==> config.mk <==
export PLATFORM = sky130hd
export DESIGN_NAME = arb_rr_3_flat
export DESIGN_NICKNAME = d
export VERILOG_FILES = /design/src/rtl/arb_rr_3_if.sv /design/src/rtl/arb_rr_3.sv /design/src/flat_wrapper.sv
export SDC_FILE = /design/constraint.sdc
export NUM_CORES = 1
export LEC_CHECK = 0
export ABC_AREA = 1
export BUFFER_PORTS_ARGS = -buffer_cell sky130_fd_sc_hd__buf_2
export CAP_MARGIN = 20
export CORE_MARGIN = 5
export CORE_UTILIZATION = 48
export DETAILED_ROUTE_END_ITERATION = 6
export GPL_ROUTABILITY_DRIVEN = 1
export PLACE_DENSITY = 0.72
export SYNTH_ARGS = -nofsm -noshare
export SYNTH_HDL_FRONTEND = slang
export SYNTH_SLANG_ARGS = --single-unit
==> constraint.sdc <==
create_clock -name clk -period 1.8 [get_ports clk]
set_input_delay 0.27 -clock clk [delete_from_list [all_inputs] [get_ports clk]]
set_output_delay 0.27 -clock clk [all_outputs]
set_load 0.005 [all_outputs]
==> src/rtl/arb_rr_3_if.sv <==
// Handshake bundle between the three-way round-robin arbiter and its requesters/downstream port.
// The master side is the arbiter itself; the slave side is whatever drives requests and ready.
interface arb_rr_3_if;
  logic [2:0] req;
  logic       down_ready;
  logic [2:0] gnt;
  logic [1:0] sel;
  logic       down_valid;
  logic       busy;

  modport master (
    input  req,
    input  down_ready,
    output gnt,
    output sel,
    output down_valid,
    output busy
  );

  modport slave (
    output req,
    output down_ready,
    input  gnt,
    input  sel,
    input  down_valid,
    input  busy
  );
endinterface

==> src/rtl/arb_rr_3.sv <==
// Round-robin arbiter sharing one downstream port among requesters a/b/c, with each tenure
// bounded to MAX_BEATS completed beats so that no requester can starve the others.
module arb_rr_3 #(
  parameter int MAX_BEATS = 4
) (
  input  logic       clk,
  input  logic       arst_n,
  arb_rr_3_if.master bus
);

  localparam int                 CNT_W    = $clog2(MAX_BEATS + 1);
  localparam logic [CNT_W-1:0]   LAST_CNT = CNT_W'(MAX_BEATS - 1);

  typedef enum logic {
    S_IDLE,
    S_GRANT
  } state_t;

  state_t             r_state;
  logic [1:0]         r_owner;
  logic [1:0]         r_ptr;
  logic [CNT_W-1:0]   r_cnt;
  logic [2:0]         r_gnt;
  logic [1:0]         r_sel;

  logic               w_busy;
  logic               w_ownerReq;
  logic               w_downValid;
  logic               w_beat;
  logic               w_lastBeat;
  logic               w_release;
  logic [1:0]         w_relPtr;
  logic [1:0]         w_arbPtr;
  logic [1:0]         w_cand0;
  logic [1:0]         w_cand1;
  logic [1:0]         w_cand2;
  logic               w_winValid;
  logic [1:0]         w_winIdx;

  function automatic logic [1:0] nextIdx(input logic [1:0] idx);
    return (idx == 2'd2) ? 2'd0 : idx + 2'd1;
  endfunction

  function automatic logic [2:0] oneHot(input logic [1:0] idx);
    return 3'b001 << idx;
  endfunction

  assign w_busy      = (r_state == S_GRANT);
  assign w_ownerReq  = bus.req[r_owner];
  assign w_downValid = w_busy & w_ownerReq;
  assign w_beat      = w_downValid & bus.down_ready;
  assign w_lastBeat  = w_beat & (r_cnt == LAST_CNT);
  assign w_release   = w_busy & (~w_ownerReq | w_lastBeat);

  // On release the pointer moves past the old owner, which leaves that owner last in the scan.
  assign w_relPtr = nextIdx(r_owner);
  assign w_arbPtr = w_release ? w_relPtr : r_ptr;

  assign w_cand0 = w_arbPtr;
  assign w_cand1 = nextIdx(w_cand0);
  assign w_cand2 = nextIdx(w_cand1);

  assign w_winValid = bus.req[w_cand0] | bus.req[w_cand1] | bus.req[w_cand2];
  assign w_winIdx   = bus.req[w_cand0] ? w_cand0 :
                      bus.req[w_cand1] ? w_cand1 : w_cand2;

  always_ff @(posedge clk or negedge arst_n) begin
    if (!arst_n) begin
      r_state <= S_IDLE;
      r_owner <= 2'd0;
      r_ptr   <= 2'd0;
      r_cnt   <= '0;
      r_gnt   <= 3'b000;
      r_sel   <= 2'b00;
    end else begin
      case (r_state)
        S_IDLE: begin
          if (w_winValid) begin
            r_state <= S_GRANT;
            r_owner <= w_winIdx;
            r_gnt   <= oneHot(w_winIdx);
            r_sel   <= w_winIdx;
            r_cnt   <= '0;
          end
        end
        S_GRANT: begin
          if (w_release) begin
            r_ptr <= w_relPtr;
            r_cnt <= '0;
            // Hand over without an idle bubble when anyone is still asking; sel holds otherwise.
            if (w_winValid) begin
              r_owner <= w_winIdx;
              r_gnt   <= oneHot(w_winIdx);
              r_sel   <= w_winIdx;
            end else begin
              r_state <= S_IDLE;
              r_gnt   <= 3'b000;
            end
          end else if (w_beat) begin
            r_cnt <= r_cnt + CNT_W'(1);
          end
        end
        default: begin
          r_state <= S_IDLE;
          r_gnt   <= 3'b000;
        end
      endcase
    end
  end

  assign bus.gnt        = r_gnt;
  assign bus.sel        = r_sel;
  assign bus.busy       = w_busy;
  assign bus.down_valid = w_downValid;

endmodule
==> src/flat_wrapper.sv <==
// flat-port wrapper written by rule: the top's interface ports become plain ports
module arb_rr_3_flat 
#(
  parameter int MAX_BEATS = 4
)
  (clk, arst_n, bus_req, bus_down_ready, bus_gnt, bus_sel, bus_down_valid, bus_busy);
  arb_rr_3_if bus_i ();
  input  logic clk;
  input  logic arst_n;
  input wire logic [$bits(bus_i.req)-1:0] bus_req;
  input wire logic [$bits(bus_i.down_ready)-1:0] bus_down_ready;
  output wire logic [$bits(bus_i.gnt)-1:0] bus_gnt;
  output wire logic [$bits(bus_i.sel)-1:0] bus_sel;
  output wire logic [$bits(bus_i.down_valid)-1:0] bus_down_valid;
  output wire logic [$bits(bus_i.busy)-1:0] bus_busy;
  assign bus_i.req = bus_req;
  assign bus_i.down_ready = bus_down_ready;
  assign bus_gnt = bus_i.gnt;
  assign bus_sel = bus_i.sel;
  assign bus_down_valid = bus_i.down_valid;
  assign bus_busy = bus_i.busy;
  arb_rr_3 #(.MAX_BEATS(MAX_BEATS)) u_core (.clk(clk), .arst_n(arst_n), .bus(bus_i));
endmodule
==> results.json, run 1 <==
{
  "reg2reg_from": "u_core.r_cnt[1]",
  "hpwl_um": 1433,
  "drtIter0Drc": 30,
  "antenna_cells": 0,
  "ys_ff_latch": 11,
  "fp.dieW_um": 50.24,
  "overflow": 0,
  "ioPinCount": 13,
  "syn_nets": 115,
  "firstDrtPassIters": 4,
  "synth_edf_count": 0,
  "h-tree-depth": 1,
  "slew_viol_final": 0,
  "finalHoldViolations": 0,
  "ys_types": 17,
  "slew_headroom_pct": 75.79,
  "fin_crit_ps": 2002,
  "start_util_pct": 50.99,
  "required_ps": 1960,
  "endpoint_kind": "register",
  "synthTopCellsByArea": "dfrtp_1 (35%), nand2_1 (15%), nand3_1 (12%), inv_1 (7.2%), nand2_4 (5.8%)",
  "cpMaxStageDelayCell": "dfrtp_1",
  "clkSlewWorstSetupHoldPaths_ps": 80,
  "worstSetupPathType": "reg2reg",
  "synth_area_um2": 777.0,
  "vias_per_cell": 5.413,
  "regArea_um2": 276.5,
  "root_buffer": "clkbuf_4",
  "rsz0062_at_grt": "true",
  "period_share_pct": 111.2,
  "synthTopCellsByCount": "nand2_1 (31), nand3_1 (18), inv_1 (15)",
  "area_delta_synth_final_pct": 58.61,
  "grt_usage_pct": 18.39,
  "core_area_mm2": 0.001524,
  "routed_wl_um": 2411,
  "num_rows": 14,
  "num-fill-cells": 96,
  "yosys.area.top_type_share_pct": 35.43,
  "io_buffers": 12,
  "grt_pass1_wl_um": 3643,
  "synthFlopType": "dfrtp_1",
  "critical_path.top_delay_family": "simple AND/OR/NAND/NOR gates",
  "gp_congestion": 0.8668,
  "clk_path_buf_depth": 2,
  "crit_path_start_kind": "register",
  "clock_sinks": 11,
  "avgSynthCellArea_um2": 7.262,
  "yosysWarnings": 0,
  "hold_ws_ps": 392.3,
  "worstMarginPinSlew_ps": 363.1,
  "grt_pass1_vias": 822,
  "synthArstFlopShare_pct": 100.0,
  "drv_cap": 0,
  "finalSetupViolCount": 9,
  "drc_errors": 0,
  "cts_tree": "done",
  "syn_inst": 107,
  "startpoint": "u_core.r_cnt[1]",
  "max_freq_ghz": 0.4996,
  "reg2reg_depth": 13,
  "ant_nets": 0,
  "antenna_found_initial": 0,
  "num_vias": 866,
  "status": "finished with violations",
  "die-area_mm2": 0.002524,
  "critPathMaxFanout": 5,
  "yosys.cell_count.top_type": "nand2_1",
  "clk_latency_ps": 270,
  "multiInputGateArea_um2": 621.8,
  "failed_checks": "negative setup slack",
  "cts_buffers": 3,
  "path_buf_inv": 2,
  "skew_ps": 9.544,
  "max_stage_delay_ps": 380,
  "timing.critical_path.arrival_ps": 2160,
  "synth_top_cell_by_area": "dfrtp_1",
  "setup_slack_ps": -201.6,
  "ys_seq_area_share_pct": 35.43,
  "drive_above_1_share_pct": 50.69,
  "min-delay-path-class": "in2async",
  "die_height_um": 50.24,
  "wl_per_cell_um": 15.07,
  "path_cells": "ha_2 -> ha_4 -> nand2_4 -> nand2_8 -> nand3_1 -> nand3_2 -> nand2_1 -> nand2_2 -> buf_4 -> buf_4 -> o21ai_2 -> nand3b_1 -> nand2_1",
  "cp.depth": 13,
  "grt_start_max_net_pins": 12,
  "final_nets": 153
}
-- final cells by class --
class                   instances  share of cell area (%)
flip-flops and latches         11                   22.44
multi-input cells              80                   50.46
repair buffers                 33                   17.87
well taps                      16                   1.624
clock buffers                   4                   2.132
inverters                      16                   5.482
-- timing repair --
action	CTS	global route
buffers inserted	7	2
endpoints found under the hold margin	11	0
pin swaps	7	12
hold buffers	1	0
gates resized for setup	18	19
endpoints found under the setup margin	8	9
-- cell families (layout without fill, tap and decap cells) --
family / count (synthesis) / in the layout / synth area share [%]
adders and majority gates: 2 / 2 / 3.220
buffers and inverters: 16 / 53 / 7.728
AOI/OAI and AO/OA: 4 / 4 / 2.575
and+or+nand+nor: 74 / 74 / 51.05
DFF: 11 / 11 / 35.43
-- routing by layer --
| layer | part of all wire, % | routed length [µm] | global-route usage, % | up-vias |
|---|---|---|---|---|
| met5 | 0 | 0 | 0 | - |
| met4 | 6.3 | 152 | 7.860 | 0 |
| met3 | 3.4 | 82 | 3.846 | 15 |
| met2 | 52 | 1251 | 33.68 | 30 |
| met1 | 38 | 924 | 20.04 | 405 |
| li1 | - | - | - | 416 |
-- cell usage in the layout (no fill, tap or decap), types with 2 or more instances in the layout --
cell type,synthesis,final
nand2_1,31,23
buf_4,0,20
inv_1,15,14
nand3_1,18,12
buf_2,0,12
dfrtp_1,11,10
nand2_4,4,9
nand3_2,3,7
nor2_1,7,6
nand2_8,1,5
nand2_2,6,5
nor2_4,1,3
clkbuf_4,0,3
nand3_4,0,2
-- registers in the layout, summed over array words and instances, names as in the netlist --
name / count
u_core.r_ptr: 2
u_core.r_cnt: 3
u_core.bus.gnt: 3
u_core.bus.busy: 1
u_core.bus.sel: 2
-- path summary, 6_finish.rpt --
kind | endpoint | slack (ps)
hold reg to reg | u_core.bus.gnt[2] | 520
max in group asynchronous | u_core.bus.sel[1] | 1180
hold / removal | u_core.r_ptr[0] | 390
setup reg to reg | u_core.bus.sel[1] | -200
min in group clk | u_core.bus.busy | 430
setup / recovery | u_core.bus.sel[1] | -200
-- through the flow --
step                std cells  setup slack [ps]  TNS (ps)  area, µm²  utilization, %
floorplan                 107            -13.07    -39.22      804.5               -
detailed placement        146            -166.6     -1042      967.2           63.46
finish                    160            -201.6     -1355       1232           80.87
global route              160            -290.1     -2301       1232           80.87
CTS                       158            -114.7    -687.1       1126           73.89
global placement          146            -110.7    -666.2      967.2           63.46
Power of run 1 is not shown: default switching activity piles up to over one toggle a cycle in this logic, so the estimate is an artifact.
==> run 2: changes to the inputs <==
--- a/config.mk
+++ b/config.mk
@@ -12,6 +12,7 @@
 export CORE_UTILIZATION = 48
 export DETAILED_ROUTE_END_ITERATION = 6
 export GPL_ROUTABILITY_DRIVEN = 1
+export MAX_ROUTING_LAYER = met4
 export PLACE_DENSITY = 0.72
 export SYNTH_ARGS = -nofsm -noshare
 export SYNTH_HDL_FRONTEND = slang
==> results.json, run 2 (synthesis results as in run 1) <==
{
  "gp_congestion": 0.8809,
  "routed_wl_um": 2313,
  "path_buf_inv": 1,
  "grt_start_max_net_pins": 12,
  "die-area_mm2": 0.002524,
  "root_buffer": "clkbuf_4",
  "cts_buffers": 3,
  "area_delta_synth_final_pct": 62.48,
  "final_common_cell": "nand2_1",
  "start_util_pct": 50.99,
  "path_cells": "ha_2 -> ha_4 -> nand2_4 -> nand2_8 -> nand2_8 -> nand2_8 -> nand2_8 -> nand2_2 -> nor2_4 -> nor2_4 -> buf_4 -> a21oi_4 -> nand3_1 -> nand2_1",
  "worstSetupPathType": "reg2reg",
  "firstDrtPassIters": 4,
  "critPathMaxFanout": 6,
  "clkSlewWorstSetupHoldPaths_ps": 70,
  "h-tree-depth": 1,
  "grt_pass1_vias": 819,
  "worstMarginPinSlew_ps": 391.6,
  "ioPinCount": 13,
  "max_stage_delay_ps": 390,
  "vias_per_cell": 5.325,
  "crit_top_cell": "nand2_8",
  "rsz0062_at_grt": "true",
  "wl_per_cell_um": 14.46,
  "final_nets": 153,
  "grt_usage_pct": 18.95,
  "fin_tns_setup_ps": -1361,
  "max_freq_ghz": 0.5011,
  "clk_path_buf_depth": 2,
  "antenna_found_initial": 0,
  "slew_headroom_pct": 73.89,
  "overflow": 0,
  "drc_errors": 0,
  "finalSetupViolCount": 9,
  "endpoint_kind": "register",
  "critical_path.top_delay_family": "simple AND/OR/NAND/NOR gates",
  "fin_crit_ps": 1995,
  "slew_viol_final": 0,
  "num_vias": 852,
  "io_buffers": 12,
  "setup_slack_ps": -195.5,
  "finalHoldViolations": 0,
  "skew_ps": 1.983,
  "drive_above_1_share_pct": 53.47,
  "ant_nets": 0,
  "final_cell_mix": "nand2_1 (22), buf_4 (20), inv_1 (14)",
  "failed_checks": "negative setup slack",
  "cts_tree": "done",
  "fp.dieW_um": 50.24,
  "num-fill-cells": 91,
  "num_rows": 14,
  "clock_sinks": 11,
  "crit_path_start_kind": "register",
  "drv_cap": 0,
  "drtIter0Drc": 26,
  "cpMaxStageDelayCell": "dfrtp_1",
  "hold_ws_ps": 400.4,
  "required_ps": 2010,
  "clk_latency_ps": 270,
  "hpwl_um": 1433,
  "grt_pass1_wl_um": 3643,
  "core_area_mm2": 0.001524,
  "min-delay-path-class": "in2async",
  "timing.critical_path.arrival_ps": 2210,
  "reg2reg_depth": 14,
  "antenna_cells": 0,
  "cp.depth": 14,
  "status": "finished with violations",
  "die_height_um": 50.24,
  "period_share_pct": 110.9
}
[run 2: through the flow]
stage | utilization, % | cells | area [µm²] | setup slack [ps]
4_1_cts | 73.89 | 158 | 1126 | -114.7
6_report | 82.84 | 160 | 1262 | -195.5
3_3_place_gp | 63.46 | 146 | 967.2 | -110.7
3_5_place_dp | 63.46 | 146 | 967.2 | -166.6
2_1_floorplan | - | 107 | 804.5 | -13.07
5_1_grt | 82.84 | 160 | 1262 | -301.1
[run 2: what timing repair did]
action                                 4_1_cts  5_1_grt
endpoints found under the hold margin       11        0
hold buffers                                 1        0
gates resized for setup                     18       25
setup buffers                                7        2
pin swaps                                    7       15
setup endpoints to repair                    8        9
[run 2: final timing paths]
kind                                        start           endpoint  slack, ps
worst max-delay path              u_core.r_cnt[1]  u_core.bus.gnt[0]       -200
worst min-delay path                       arst_n    u_core.r_cnt[2]        400
worst max register to register    u_core.r_cnt[1]  u_core.bus.gnt[0]       -200
worst min register to register  u_core.bus.gnt[0]  u_core.bus.gnt[0]        510
max in group asynchronous                  arst_n  u_core.bus.sel[1]       1170
min in group clk                       bus_req[2]    u_core.bus.busy        450
[run 2: layout make-up]
type | count | area [µm²] | area share, %
Inverter | 16 | 67.56 | 5.352
Timing Repair Buffer | 33 | 220.2 | 17.44
Sequential cell | 11 | 276.5 | 21.90
Multi-Input combinational cell | 80 | 651.9 | 51.64
Clock buffer | 4 | 26.28 | 2.081
Tap cell | 16 | 20.02 | 1.586
[run 2: routing by layer]
layer	wire length (µm)	track usage, %	vias up
met5	0	-	-
met3	91	3.846	8
met2	1181	33.68	28
li1	-	-	415
met1	952	20.04	401
met4	88	7.860	0
Power of run 2 is left out for the same reason.
==> run 3: changes to the inputs <==
--- a/config.mk
+++ b/config.mk
@@ -10,10 +10,12 @@
 export CAP_MARGIN = 20
 export CORE_MARGIN = 5
 export CORE_UTILIZATION = 48
+export CTS_CLUSTER_SIZE = 12
 export DETAILED_ROUTE_END_ITERATION = 6
 export GPL_ROUTABILITY_DRIVEN = 1
 export MAX_ROUTING_LAYER = met4
 export PLACE_DENSITY = 0.72
+export SETUP_SLACK_MARGIN = 0.3
 export SYNTH_ARGS = -nofsm -noshare
 export SYNTH_HDL_FRONTEND = slang
 export SYNTH_SLANG_ARGS = --single-unit
==> results.json, run 3 (synthesis results as in run 1) <==
{
  "setup_slack_ps": -205.5,
  "status": "finished with violations",
  "antenna_cells": 0,
  "max_stage_delay_ps": 390,
  "worstMarginPinSlew_ps": 443.6,
  "final_cell_mix": "nand2_1 (23), buf_4 (19), inv_1 (14)",
  "fp.dieW_um": 50.24,
  "firstDrtPassIters": 4,
  "clk_path_buf_depth": 2,
  "rsz0062_at_grt": "true",
  "drtIter0Drc": 22,
  "io_buffers": 12,
  "hold_ws_ps": 397.1,
  "num_rows": 14,
  "routed_wl_um": 2311,
  "antenna_found_initial": 0,
  "root_buffer": "clkbuf_4",
  "finalHoldViolations": 0,
  "required_ps": 1970,
  "final_common_cell": "nand2_1",
  "vias_per_cell": 5.289,
  "crit_top_cell": "nand2_4",
  "clk_latency_ps": 280,
  "area_delta_synth_final_pct": 59.42,
  "path_cells": "ha_2 -> ha_4 -> nand2_4 -> nand2_8 -> nand2_8 -> nand2_4 -> nand3_2 -> nand2_1 -> nand2_2 -> nand2_4 -> nor2_4 -> nand2_2 -> nand2_4 -> nand2_4 -> nand2_1 -> nand2_1",
  "slew_viol_final": 0,
  "ioPinCount": 13,
  "overflow": 0,
  "grtUsageMet3_pct": 2.959,
  "fin_crit_ps": 2005,
  "cts_buffers": 3,
  "drv_cap": 0,
  "slew_headroom_pct": 70.43,
  "period_share_pct": 111.4,
  "grtUsageMet2_pct": 32.22,
  "reg2reg_depth": 16,
  "skew_ps": 8.895,
  "start_util_pct": 50.99,
  "endpoint_kind": "register",
  "die_height_um": 50.24,
  "grt_usage_pct": 18.87,
  "clkSlewWorstSetupHoldPaths_ps": 80,
  "reg2reg_from": "u_core.r_cnt[1]",
  "use_met1_pct": 20.73,
  "finalSetupViolCount": 9,
  "gp_congestion": 0.8361,
  "grt-busiest-layer": "met2",
  "hpwl_um": 1433,
  "final_nets": 152,
  "worst-r2r-setup-slack_ps": -210,
  "cts_tree": "done",
  "grt_pass1_vias": 819,
  "num_vias": 841,
  "drc_errors": 0,
  "drive_above_1_share_pct": 51.75,
  "grt_start_max_net_pins": 12,
  "critPathMaxFanout": 7,
  "failed_checks": "negative setup slack",
  "crit_path_start_kind": "register",
  "grt_pass1_wl_um": 3574,
  "clock_sinks": 11,
  "critical_path.top_delay_family": "simple AND/OR/NAND/NOR gates",
  "max_freq_ghz": 0.4986,
  "ant_nets": 0,
  "reg2reg_to": "u_core.r_cnt[1]",
  "core_area_mm2": 0.001524,
  "timing.critical_path.arrival_ps": 2180,
  "num-fill-cells": 97,
  "cpMaxStageDelayCell": "dfrtp_1",
  "path_buf_inv": 0,
  "min-delay-path-class": "in2async",
  "worstSetupPathType": "reg2reg",
  "die-area_mm2": 0.002524,
  "h-tree-depth": 1,
  "wl_per_cell_um": 14.53
}
==> run 3: repair_timing <==
action	in CTS	in global routing
buffers inserted	4	2
endpoints found under the setup margin	10	10
hold endpoints to repair	11	0
pin swaps	8	4
resized for setup	17	21
hold buffers	1	0
==> run 3: final cells by class <==
cell class / instances / area [µm²] / area share [%]
clock buffer: 4 / 26.28 / 2.121
inverter: 16 / 65.06 / 5.253
multi-input combinational: 80 / 639.4 / 51.62
sequential: 11 / 275.3 / 22.22
tap: 16 / 20.02 / 1.616
timing repair buffer: 32 / 212.7 / 17.17
==> run 3: how the worst max path moves through the flow <==
stage,cells past startpoint,slack [ps],to,startpoint
floorplan,16,-10,u_core.r_cnt[0],u_core.r_cnt[0]
global placement,14,-120,u_core.r_cnt[0],u_core.r_cnt[0]
detailed placement,14,-200,u_core.r_cnt[1],u_core.r_cnt[0]
CTS,14,-140,u_core.bus.gnt[0],u_core.r_cnt[0]
global route,16,-320,u_core.r_cnt[0],u_core.r_cnt[1]
finish,16,-210,u_core.r_cnt[1],u_core.r_cnt[1]
==> run 3: worst register-to-register path, delay by kind of cell (launching register included) <==
family | cells | cell delay, ps
fa+ha+maj | 2 | 360
flops | 1 | 390
simple gates | 14 | 1150
==> run 3: metal layers <==
layer | share of wire, % | vias up
met5 | 0 | -
li1 | - | 409
met4 | 2.8 | 0
met3 | 3.7 | 9
met2 | 55 | 22
met1 | 39 | 401
==> run 3: per-stage QoR <==
stage          instances  worst slack, ps  utilization [%]  TNS [ps]  area [µm²]
2_1_floorplan        107           -13.07                -    -39.22       807.0
3_5_place_dp         148           -196.1            64.61     -1120       984.7
5_1_grt              159           -317.7            81.28     -2404        1239
6_report             159           -205.5            81.28     -1451        1239
4_1_cts              157           -137.7            74.14    -881.0        1130
3_3_place_gp         148           -124.2            64.61    -677.6       984.7
Power of run 3 is left out for the same reason.
